## src/rtl/s1494_state_step.sv

```systemverilog
// Sequencer for the s1494 state slices: latches primary inputs, waits SETTLE
// cycles for the next-state slices to settle, then commits ns_in into the state register.
module s1494_state_step #(
  parameter int unsigned SETTLE = 1,
  parameter int unsigned CNT_W  = 16
) (
  input  logic             CLK,
  input  logic             RST,
  input  logic             CLR,
  input  logic [6:0]       pi_in,
  input  logic             pi_valid,
  output logic             pi_ready,
  input  logic             hold,
  input  logic [5:0]       ns_in,
  output logic [6:0]       pi_q,
  output logic [5:0]       ps_out,
  output logic             step_done,
  output logic [CNT_W-1:0] step_cnt,
  output logic             busy
);

  if (SETTLE < 1 || SETTLE > 15) begin : g_bad_settle
    $error("s1494_state_step: SETTLE must be in 1..15");
  end
  if (CNT_W < 1) begin : g_bad_cnt_w
    $error("s1494_state_step: CNT_W must be at least 1");
  end

  localparam logic [3:0] SETTLE_INIT = 4'(SETTLE);

  typedef enum logic [1:0] {
    S_IDLE,
    S_EVAL,
    S_COMMIT
  } state_e;

  state_e           state_q, state_d;
  logic [3:0]       settle_q, settle_d;
  logic [6:0]       pi_q_q, pi_q_d;
  logic [5:0]       ps_q, ps_d;
  logic [CNT_W-1:0] cnt_q, cnt_d;

  always_ff @(posedge CLK) begin
    if (RST) begin
      state_q  <= S_IDLE;
      settle_q <= '0;
      pi_q_q   <= '0;
      ps_q     <= '0;
      cnt_q    <= '0;
    end else begin
      state_q  <= state_d;
      settle_q <= settle_d;
      pi_q_q   <= pi_q_d;
      ps_q     <= ps_d;
      cnt_q    <= cnt_d;
    end
  end

  always_comb begin
    state_d  = state_q;
    settle_d = settle_q;
    pi_q_d   = pi_q_q;
    ps_d     = ps_q;
    cnt_d    = cnt_q;
    case (state_q)
      S_IDLE: begin
        if (pi_valid) begin
          pi_q_d   = pi_in;
          settle_d = SETTLE_INIT;
          state_d  = S_EVAL;
        end
      end
      S_EVAL: begin
        // hold freezes both the count and the exit decision
        if (!hold) begin
          settle_d = settle_q - 4'd1;
          if (settle_q == 4'd1) begin
            state_d = S_COMMIT;
          end
        end
      end
      S_COMMIT: begin
        ps_d    = CLR ? ns_in : '0;
        cnt_d   = cnt_q + CNT_W'(1);
        state_d = S_IDLE;
      end
      default: begin
        state_d = S_IDLE;
      end
    endcase
  end

  assign pi_ready  = (state_q == S_IDLE);
  assign busy      = (state_q != S_IDLE);
  assign step_done = (state_q == S_COMMIT);
  assign pi_q      = pi_q_q;
  assign ps_out    = ps_q;
  assign step_cnt  = cnt_q;

endmodule
```

## config.mk

```make
export PLATFORM = sky130hd
export DESIGN_NAME = s1494_state_step
export DESIGN_NICKNAME = d
export VERILOG_FILES = /design/src/rtl/s1494_state_step.sv
export SDC_FILE = /design/constraint.sdc
export NUM_CORES = 1
export LEC_CHECK = 0
export ABC_CLOCK_PERIOD_IN_PS = 2200
export CORE_ASPECT_RATIO = 1.2
export CORE_MARGIN = 1.5
export CORE_UTILIZATION = 49
export CTS_CLUSTER_DIAMETER = 60
export DETAILED_ROUTE_END_ITERATION = 12
export DONT_BUFFER_PORTS = 1
export PLACE_DENSITY = 0.75
export SETUP_SLACK_MARGIN = 0.2
export SLEW_MARGIN = 25
export SYNTH_ARGS = -nofsm -noshare
export SYNTH_HDL_FRONTEND = slang
export SYNTH_SLANG_ARGS = --single-unit
```

## constraint.sdc

```tcl
create_clock -name CLK -period 2.2 [get_ports CLK]
set_input_delay 0.33 -clock CLK [delete_from_list [all_inputs] [get_ports CLK]]
set_output_delay 0.33 -clock CLK [all_outputs]
set_load 0.05 [all_outputs]
```

Word-level counts from Yosys, hierarchy flattened
Index checks and enable logic that the tools add are counted.
{"block": "op_classes", "n_addsub": 2, "n_eq_ne": 6, "n_mux": 8, "reduce_logical": 6}
{"cell": "$add 16x1->16 const B", "n": 1}
{"cell": "$mux 4", "n": 2}
{"cell": "$pmux 4 s2", "n": 1}
{"cell": "$mux 2", "n": 3}
{"cell": "$mux 6", "n": 1}
{"cell": "$ne 2x2->1 const B", "n": 3}
{"cell": "$reduce_and 3->1", "n": 2}
{"cell": "$eq 4x1->1 const B", "n": 1}
{"cell": "$pmux 2 s2", "n": 1}
{"cell": "$reduce_bool 2->1", "n": 2}
{"cell": "$sub 4x1->4 const B", "n": 1}
{"cell": "$eq 2x1->1 const B", "n": 1}
{"cell": "$eq 2x2->1 const B", "n": 1}
{"cell": "$logic_not 2->1", "n": 1}
{"cell": "$reduce_and 2->1", "n": 1}
{"block": "totals", "register_bits": 35, "wordCells": 27}

Longest topological paths before layout
Gate-level depths: netlist of run 1.
{"block": "logic_depth", "ltp_word": 4, "ltp_mapped": 7}

Least setup slack after synthesis of run 1
No wires, ideal clock.
{"block": "synth_timing", "path_kind": "flip-flop to output port", "start": "register state_q[1]", "end": "output busy", "t_arrival_ns": 1.614, "required_ns": 1.870, "path_slack_ns": 0.256, "stages_incl_launch_ff": 4, "path_buffers": 1, "path_cell_list": "dfxtp_1 buf_2 nor2_1 inv_1"}
{"block": "synth_via", "elab_chain_cells": 1}
{"element": "from (decl)", "line": "37", "text": "state_e state_q, state_d;"}
{"element": "from (signal assigned)", "line": "51", "text": "state_q <= state_d;"}
{"element": "$reduce_bool 2->1", "line": "94", "text": "assign busy = (state_q != S_IDLE);"}
{"element": "to (decl)", "line": "19", "text": "output logic busy"}
No other way between the ends.

Worst setup path after layout of run 1
{"block": "layout_timing", "start": "register state_q[1]", "end": "output step_done"}
{"block": "layout_via", "elab_chain_cells": 1}
{"element": "$eq 2x2->1", "line": "95", "text": "assign step_done = (state_q == S_COMMIT);"}
{"element": "to (decl)", "line": "17", "text": "output logic step_done,"}
No other way between the ends.

==> reports/summary.txt, run 1 <==
Outcome: finished, final reports clean
I/O Buffers: 0
H-tree levels: 2
Internal power: 0.000801 W
PwrDens: 668 nW/µm²
Final Hold Viols: 0
Syn_nets: 195
Post-CTS Hold Buffers: 0
Critical path cell sequence: nand2b_1 > inv_2
Post-Synthesis Mean Instance Area: 8.43 µm²
Seq cells post-synth: 35
Max cap viols: 0
Ports: 50
Post-CTS setup buffer count: 0
Dpl hpwl: 2200 µm
GPL Wtd Cong: 0.745
First-pass GRT wire length: 4650 µm
Buf+Inv Stages, Crit Path: 1
Die span in x: 53.0 µm
Setup crit start kind: flop
Setup TNS: 0 ns
Worst stage delay on the critical path: 0.53 ns
Grt ovf: 0
Die height: 63.0 µm
Final hold slack: 0.0439 ns
Count of cell types in the netlist: 30
Clock share of power: 0.303
Max Buffers Root-to-Sink: 2
Die area: 3330 µm²
Worst endpoint required time: 1.87 ns
CTS root buf: clkbuf_4
Synth cell count leaders: dfxtp_1 (35), nand2_1 (30), a21oi_1 (21), nor2_1 (12), nand3_1 (10)
Clk sinks: 35
Residual DRC: 0
Clock tree from TritonCTS: done
Yosys top cell area share: 0.477
Synth Warn #: 0
Async S/R FF share, synth: 0
Core Area: 2810 µm²
Layout cells sized above 1: 0.147
Crit-path max FO: 10
Wire length per cell: 13.5 µm
Minimum clock period after layout: 1.82 ns
Final core utilization: 0.589
Main synth FF type: dfxtp_1
Setup violators final: 0
Vias post-DR: 1245
CP top delay family: flip-flops
Count leader, synth: dfxtp_1
Slew Viols, Final: 0
Worst path slowest cell: dfxtp_1
Post-synth EDFFs: 0
Sw Pwr: 0.000306 W
Vias per inst: 5.56
Reg power frac: 0.628
Crit. End Element: primary output
# nets final: 210
Static Leakage: 0.594 nW
Switch share: 0.276
Cell type with the largest total area after synthesis: dfxtp_1
Gate power share: 0.068
Post-Route WL: 3030 µm
Worst-Skew Late Latency: 0.34 ns
Starting Density: 0.522
Post_cts resized: 1
Relative slew slack: 0.560
GRT Total Usage: 0.190
Mapped cell area: 1470 µm²
Num rows: 21
Post-synthesis sequential area ratio: 0.477
Detailed router's first-iteration violation count: 26
Top post-synthesis cells by area: dfxtp_1 (48%), nand2_1 (7.7%), a21oi_1 (7.2%), xnor2_1 (4.2%), nand3_1 (3.4%)
Pin count of the biggest net entering global routing: 36
Critical path class: flop to primary output
Initial antenna violation count: 0
Maximum VDD drop: 485 µV
Final Skew: 0.0104 ns
1st-pass router iterations: 4
CTS clk-pin slew, worst paths: 0.11 ns
Mapped Cells: 174
Least-Margin Pin Slew: 0.659 ns
Critical Path AT: 1.49 ns
Area grow syn2layout: 12.9%
R2R setup slack: 0.44 ns
Final worst path period share: 0.826
TritonCTS buffer count: 5
Achievable clock frequency: 0.550 GHz
RSZ-0062 raised after global routing: no
Vias in the first global route: 1071
Detail Route Antenna Nets: 0
Antenna Cells: 0
HP Class: input port to flop
==> cell families after synthesis <==
| kind of cell | synth area share |
|---|---|
| fa+ha+maj | 0.0256 |
| simple gates | 0.292 |
| buf+inv | 0.0367 |
| xor+xnor | 0.0716 |
| compound gates | 0.0972 |
| flops | 0.477 |
==> cell usage in the layout, fill, tap and decap left out, types with 2 or more instances in the layout <==
cell,n
a21oi_1,21
xnor2_1,7
nand2_1,30
nor3b_1,2
inv_1,6
buf_4,15
ha_1,3
o31ai_1,2
nand3b_1,2
or3_1,3
or4_1,2
nand4_1,3
nand3_1,10
nor4_1,2
xor2_1,5
o21ai_0,3
clkbuf_4,5
dfxtp_1,35
nor2_1,11
nor3_1,9
==> metal layers <==
layer | part of all wire | vias up | track usage | wire length, µm
met4 | 0.011 | 0 | 0.0673 | 34
met2 | 0.52 | 38 | 0.327 | 1590
met5 | 0 | - | 0 | 0
met1 | 0.41 | 575 | 0.190 | 1230
met3 | 0.058 | 5 | 0.0957 | 176
li1 | - | 627 | - | -
==> cell type report <==
type	instances	area (µm²)
clock buffers	6	41.3
clock inverters	2	12.5
fillers	256	1150
inverters	7	26.3
multi-input cells	125	721
flip-flops and latches	35	701
well taps	34	42.5
repair buffers	15	113
==> power groups by stage <==
stage	combinational, W	sequential [W]	clock, W
floorplan	0.0000690	0.000706	0
global placement	0.0000710	0.000708	0
detailed placement	0.0000751	0.000709	0
CTS	0.0000756	0.000695	0.000349
global route	0.0000837	0.000697	0.000383
finish	0.0000757	0.000695	0.000336
==> final timing paths <==
path                     from      endpoint  depth (start not counted)
hold reg to reg   settle_q[0]   settle_q[0]                          1
setup / recovery   state_q[1]     step_done                          2
hold / removal            RST   settle_q[1]                          1
setup reg to reg   state_q[1]  step_cnt[15]                          4
==> flip-flops by register name, summed over array words and instances (netlist names) <==
| signal | count |
|---|---|
| step_cnt | 16 |
| pi_q | 7 |
| state_q | 2 |
| settle_q | 4 |
| ps_out | 6 |
==> worst register-to-register path: cells and delay by family, from the launching register on <==
family	cells	cell delay (ns)
flops	1	0.53
simple gates	3	1.03
compound gates	1	0.14
==> metrics by stage <==
stage | instances | total power [W] | instance area [µm²] | worst slack (ns)
2_1_floorplan | 174 | 0.000775 | 1470 | 0.256
3_3_place_gp | 216 | 0.000779 | 1600 | 0.387
3_5_place_dp | 216 | 0.000784 | 1600 | 0.339
4_1_cts | 224 | 0.00112 | 1650 | 0.291
5_1_grt | 224 | 0.00116 | 1660 | 0.247
6_report | 224 | 0.00111 | 1660 | 0.383
Note: power is estimated with default switching activity, not from simulation.
==> inputs of run 2 (changes only) <==
--- a/config.mk
+++ b/config.mk
@@ -5,7 +5,7 @@
 export SDC_FILE = /design/constraint.sdc
 export NUM_CORES = 1
 export LEC_CHECK = 0
-export ABC_CLOCK_PERIOD_IN_PS = 2200
+export ABC_CLOCK_PERIOD_IN_PS = 1700
 export CORE_ASPECT_RATIO = 1.2
 export CORE_MARGIN = 1.5
 export CORE_UTILIZATION = 49
==> constraint.sdc (replaced) <==
create_clock -name CLK -period 1.7 [get_ports CLK]
set_input_delay 0.255 -clock CLK [delete_from_list [all_inputs] [get_ports CLK]]
set_output_delay 0.255 -clock CLK [all_outputs]
set_load 0.05 [all_outputs]
==> reports/summary.txt, run 2 (synthesis gave the netlist of run 1 again) <==
Outcome: finished, final reports clean
Static Leakage: 0.751 nW
Wire length per cell: 14.9 µm
Layout cells sized above 1: 0.382
Relative slew slack: 0.641
Placement Setup Slack: 0.142 ns
CTS root buf: clkbuf_4
Die height: 63.0 µm
Critical path class: flop to flop
Detail Route Antenna Nets: 0
GRT Total Usage: 0.219
Area grow syn2layout: 35.1%
RR Startpoint: state_q[0]
Initial antenna violation count: 0
TritonCTS buffer count: 5
Beginning of the worst hold path: pi_in[3]
Pin count of the biggest net entering global routing: 36
Max Buffers Root-to-Sink: 2
PwrDens: 799 nW/µm²
Setup TNS: 0 ns
Slew Viols, Final: 0
Cell Count, Final, Fillers Out: 241
Minimum clock period after layout: 1.51 ns
Ports: 50
M2 GR Usage: 0.381
WHS Endpoint: pi_q[3]
Maximum VDD drop: 755 µV
Clk sinks: 35
Crit-path max FO: 6
Worst setup margin: 0.193 ns
Final worst path period share: 0.887
Max cap viols: 0
Worst path slowest cell: dfxtp_2
Critical R2R Capture: step_cnt[14]
Crit. Startpoint: state_q[0]
I/O Buffers: 0
GRT Max-Usage Layer: met2
Core Area: 2810 µm²
Detailed router's first-iteration violation count: 24
Clock share of power: 0.355
GR Util met1: 0.239
Achievable clock frequency: 0.663 GHz
Post-Route WL: 3590 µm
Setup crit start kind: flop
GPL Wtd Cong: 0.696
Placed Cells: 222
RSZ-0062 raised after global routing: yes
Gate power share: 0.089
R2R setup slack: 0.19 ns
Final Hold Viols: 0
Residual DRC: 0
Vias post-DR: 1331
Dpl hpwl: 2250 µm
Num rows: 21
Starting Density: 0.522
Crit. End Element: flop
Cells on worst reg2reg path: 7
Vias in the first global route: 1234
GR Util met3: 0.0837
Internal power: 0.00117 W
Final core utilization: 0.705
CTS clk-pin slew, worst paths: 0.10 ns
1st-pass router iterations: 6
Setup violators final: 0
Antenna Cells: 0
# nets final: 227
Final Skew: 0.00440 ns
Worst endpoint required time: 1.94 ns
Critical Path AT: 1.74 ns
Hold Path Depth: 2
Die area: 3330 µm²
Worst-Skew Late Latency: 0.33 ns
Switch share: 0.261
Die span in x: 53.0 µm
Most frequent CP cell: buf_4
Most frequent cells in the layout: nand2_1 (30), buf_4 (29), a21oi_1 (19), dfxtp_1 (19)
Grt ovf: 0
First-pass GRT wire length: 5570 µm
H-tree levels: 2
Most common cell after layout, fill and taps aside: nand2_1
Max reg flops: 16
Vias per inst: 5.52
Sw Pwr: 0.000414 W
Worst stage delay on the critical path: 0.35 ns
Clock tree from TritonCTS: done
Reg power frac: 0.556
Least-Margin Pin Slew: 0.538 ns
HP Class: input port to flop
Critical path cell sequence: buf_4 > buf_4 > nand4b_1 > buf_4 > nor4_4 > xnor2_1 > nor2_1
-- run 2: layer usage --
metal / up-vias / wire [µm]
met5: - / 0
met4: 0 / 23
met3: 2 / 212
met2: 36 / 2020
met1: 634 / 1340
li1: 659 / -
-- run 2: critical path: cells and delay by family, from the launching register on --
kind	cells	cell delay (ns)
xor gates and xnor gates	1	0.17
buffers and inverters	3	0.44
DFF	1	0.35
and+or+nand+nor	3	0.47
-- run 2: worst max path at each step --
stage | end | slack (ns) | depth (start not counted)
floorplan | step_cnt[13] | 0.16 | 4
global placement | settle_q[2] | 0.21 | 5
detailed placement | settle_q[2] | 0.14 | 5
CTS | step_done | 0.11 | 4
global route | step_cnt[14] | 0.11 | 7
finish | step_cnt[14] | 0.19 | 7
-- run 2: repair_timing --
item | in CTS | in global routing
pin swaps | 4 | 8
buffers inserted | 7 | 3
resized for setup | 10 | 18
hold buffers | 1 | 0
setup endpoints to repair | 7 | 13
hold endpoints to repair | 35 | 0
-- run 2: through the flow --
stage	hold slack (ns)	total power, W	cell area [µm²]
2_1_floorplan	0.391	0.000989	1520
3_3_place_gp	0.319	0.00100	1690
3_5_place_dp	0.321	0.00101	1690
4_1_cts	0.0289	0.00159	1880
5_1_grt	0.0297	0.00164	1980
6_report	0.0392	0.00158	1980
-- run 2: power groups by stage --
| stage | Combinational (W) | Clock, W | Sequential [W] |
|---|---|---|---|
| after global routing | 0.000156 | 0.000605 | 0.000884 |
| after global placement | 0.000101 | 0 | 0.000899 |
| after floorplan | 0.0000906 | 0 | 0.000899 |
| after detailed placement | 0.000105 | 0 | 0.000900 |
| final | 0.000142 | 0.000562 | 0.000881 |
| after CTS | 0.000136 | 0.000574 | 0.000881 |
-- run 2: cell type report --
type                       count  area, µm²
inverter                       7       32.5
multi-input combinational    125        818
clock inverter                 1       5.00
clock buffer                   7       76.3
tap                           34       42.5
sequential                    35        748
timing repair buffer          32        260
fill                         210        828
==> inputs of run 3 (changes only) <==
--- a/config.mk
+++ b/config.mk
@@ -14,6 +14,7 @@
 export DONT_BUFFER_PORTS = 1
 export PLACE_DENSITY = 0.75
 export SETUP_SLACK_MARGIN = 0.2
+export SKIP_CTS_REPAIR_TIMING = 1
 export SLEW_MARGIN = 25
 export SYNTH_ARGS = -nofsm -noshare
 export SYNTH_HDL_FRONTEND = slang
==> reports/summary.txt, run 3 (synthesis gave the netlist of run 1 again) <==
CTS clk-pin slew, worst paths: 0.10 ns
Setup crit start kind: flop
Vias in the first global route: 1170
Most common cell after layout, fill and taps aside: nand2_1
GPL Wtd Cong: 0.696
Max Buffers Root-to-Sink: 2
1st-pass router iterations: 4
Initial antenna violation count: 0
Final core utilization: 0.692
Worst setup margin: 0.0708 ns
Grt ovf: 0
Post-Route WL: 3430 µm
Final Skew: 0.00533 ns
Final hold slack: 0.0394 ns
Ports: 50
Core Area: 2810 µm²
HP Class: input port to flop
Num rows: 21
Placed inst area: 1690 µm²
Max reg flops: 16
Area grow syn2layout: 32.6%
Least-Margin Pin Slew: 0.527 ns
Final Hold Viols: 0
PwrDens: 813 nW/µm²
# nets final: 227
Maximum VDD drop: 732 µV
Dpl hpwl: 2250 µm
CTS root buf: clkbuf_4
Final worst path period share: 0.958
Antenna Cells: 0
Pin count of the biggest net entering global routing: 36
Minimum clock period after layout: 1.63 ns
Clk sinks: 35
H-tree levels: 2
Vias post-DR: 1300
Placement Setup Slack: 0.142 ns
First-pass GRT wire length: 5080 µm
Crit-path max FO: 10
Worst endpoint required time: 1.44 ns
Layout cells sized above 1: 0.348
Worst-Skew Late Latency: 0.33 ns
I/O Buffers: 0
Die area: 3330 µm²
Most frequent cells in the layout: nand2_1 (30), buf_4 (28), a21oi_1 (20)
Final Cell Area: 1950 µm²
Residual DRC: 0
Starting Density: 0.522
Critical path class: flop to primary output
Wire length per cell: 14.2 µm
Vias per inst: 5.39
Crit. End Element: primary output
RSZ-0062 raised after global routing: yes
Setup violators final: 0
Achievable clock frequency: 0.614 GHz
Total power: 0.00158 W
Static Leakage: 0.722 nW
Max cap viols: 0
Outcome: finished, final reports clean
TritonCTS buffer count: 5
Detail Route Antenna Nets: 0
Die span in x: 53.0 µm
Detailed router's first-iteration violation count: 30
Slew Viols, Final: 0
Clock tree from TritonCTS: done
Relative slew slack: 0.648
Die height: 63.0 µm
Critical Path AT: 1.37 ns
GRT Total Usage: 0.203
[run 3: report_power, final]
group,switching [W],leakage [nW],internal (W)
clock network,0.000274,0.0464,0.000289
registers,0.0000575,0.295,0.000824
logic,0.0000819,0.380,0.0000557
total,0.000413,0.722,0.00117
[run 3: final timing paths]
check,start,end,slack [ns],depth (start not counted)
setup / recovery,state_q[0],step_done,0.07,4
hold / removal,pi_in[3],pi_q[3],0.04,2
setup reg to reg,state_q[0],step_cnt[13],0.17,4
hold reg to reg,settle_q[0],settle_q[0],0.50,1
[run 3: layout make-up]
cell class	count	area, µm²
Inverter	7	35.0
Clock buffer	7	76.3
Clock inverter	1	5.00
Timing Repair Buffer	32	264
Fill cell	221	866
Sequential cell	35	751
Multi-Input combinational cell	125	772
Tap cell	34	42.5
[run 3: routing by layer]
metal | vias to the layer above | global-route usage | wire (µm) | part of all wire
li1 | 663 | - | - | -
met1 | 595 | 0.210 | 1410 | 0.41
met2 | 40 | 0.356 | 1780 | 0.52
met3 | 2 | 0.0837 | 210 | 0.061
met4 | 0 | 0.0673 | 24 | 0.0070
met5 | - | 0 | 0 | 0
[run 3: metrics by stage]
stage | std cells | setup TNS (ns)
floorplan | 174 | 0
global placement | 222 | 0
detailed placement | 222 | 0
CTS | 230 | -0.138
global route | 241 | -0.00213
finish | 241 | 0
[run 3: worst max-delay path, cell delays in order, from the launching register on]
cell and delay, ns:
dfxtp_4 0.38, buf_6 0.11, nand2b_2 0.26, clkinv_4 0.13, buf_6 0.16
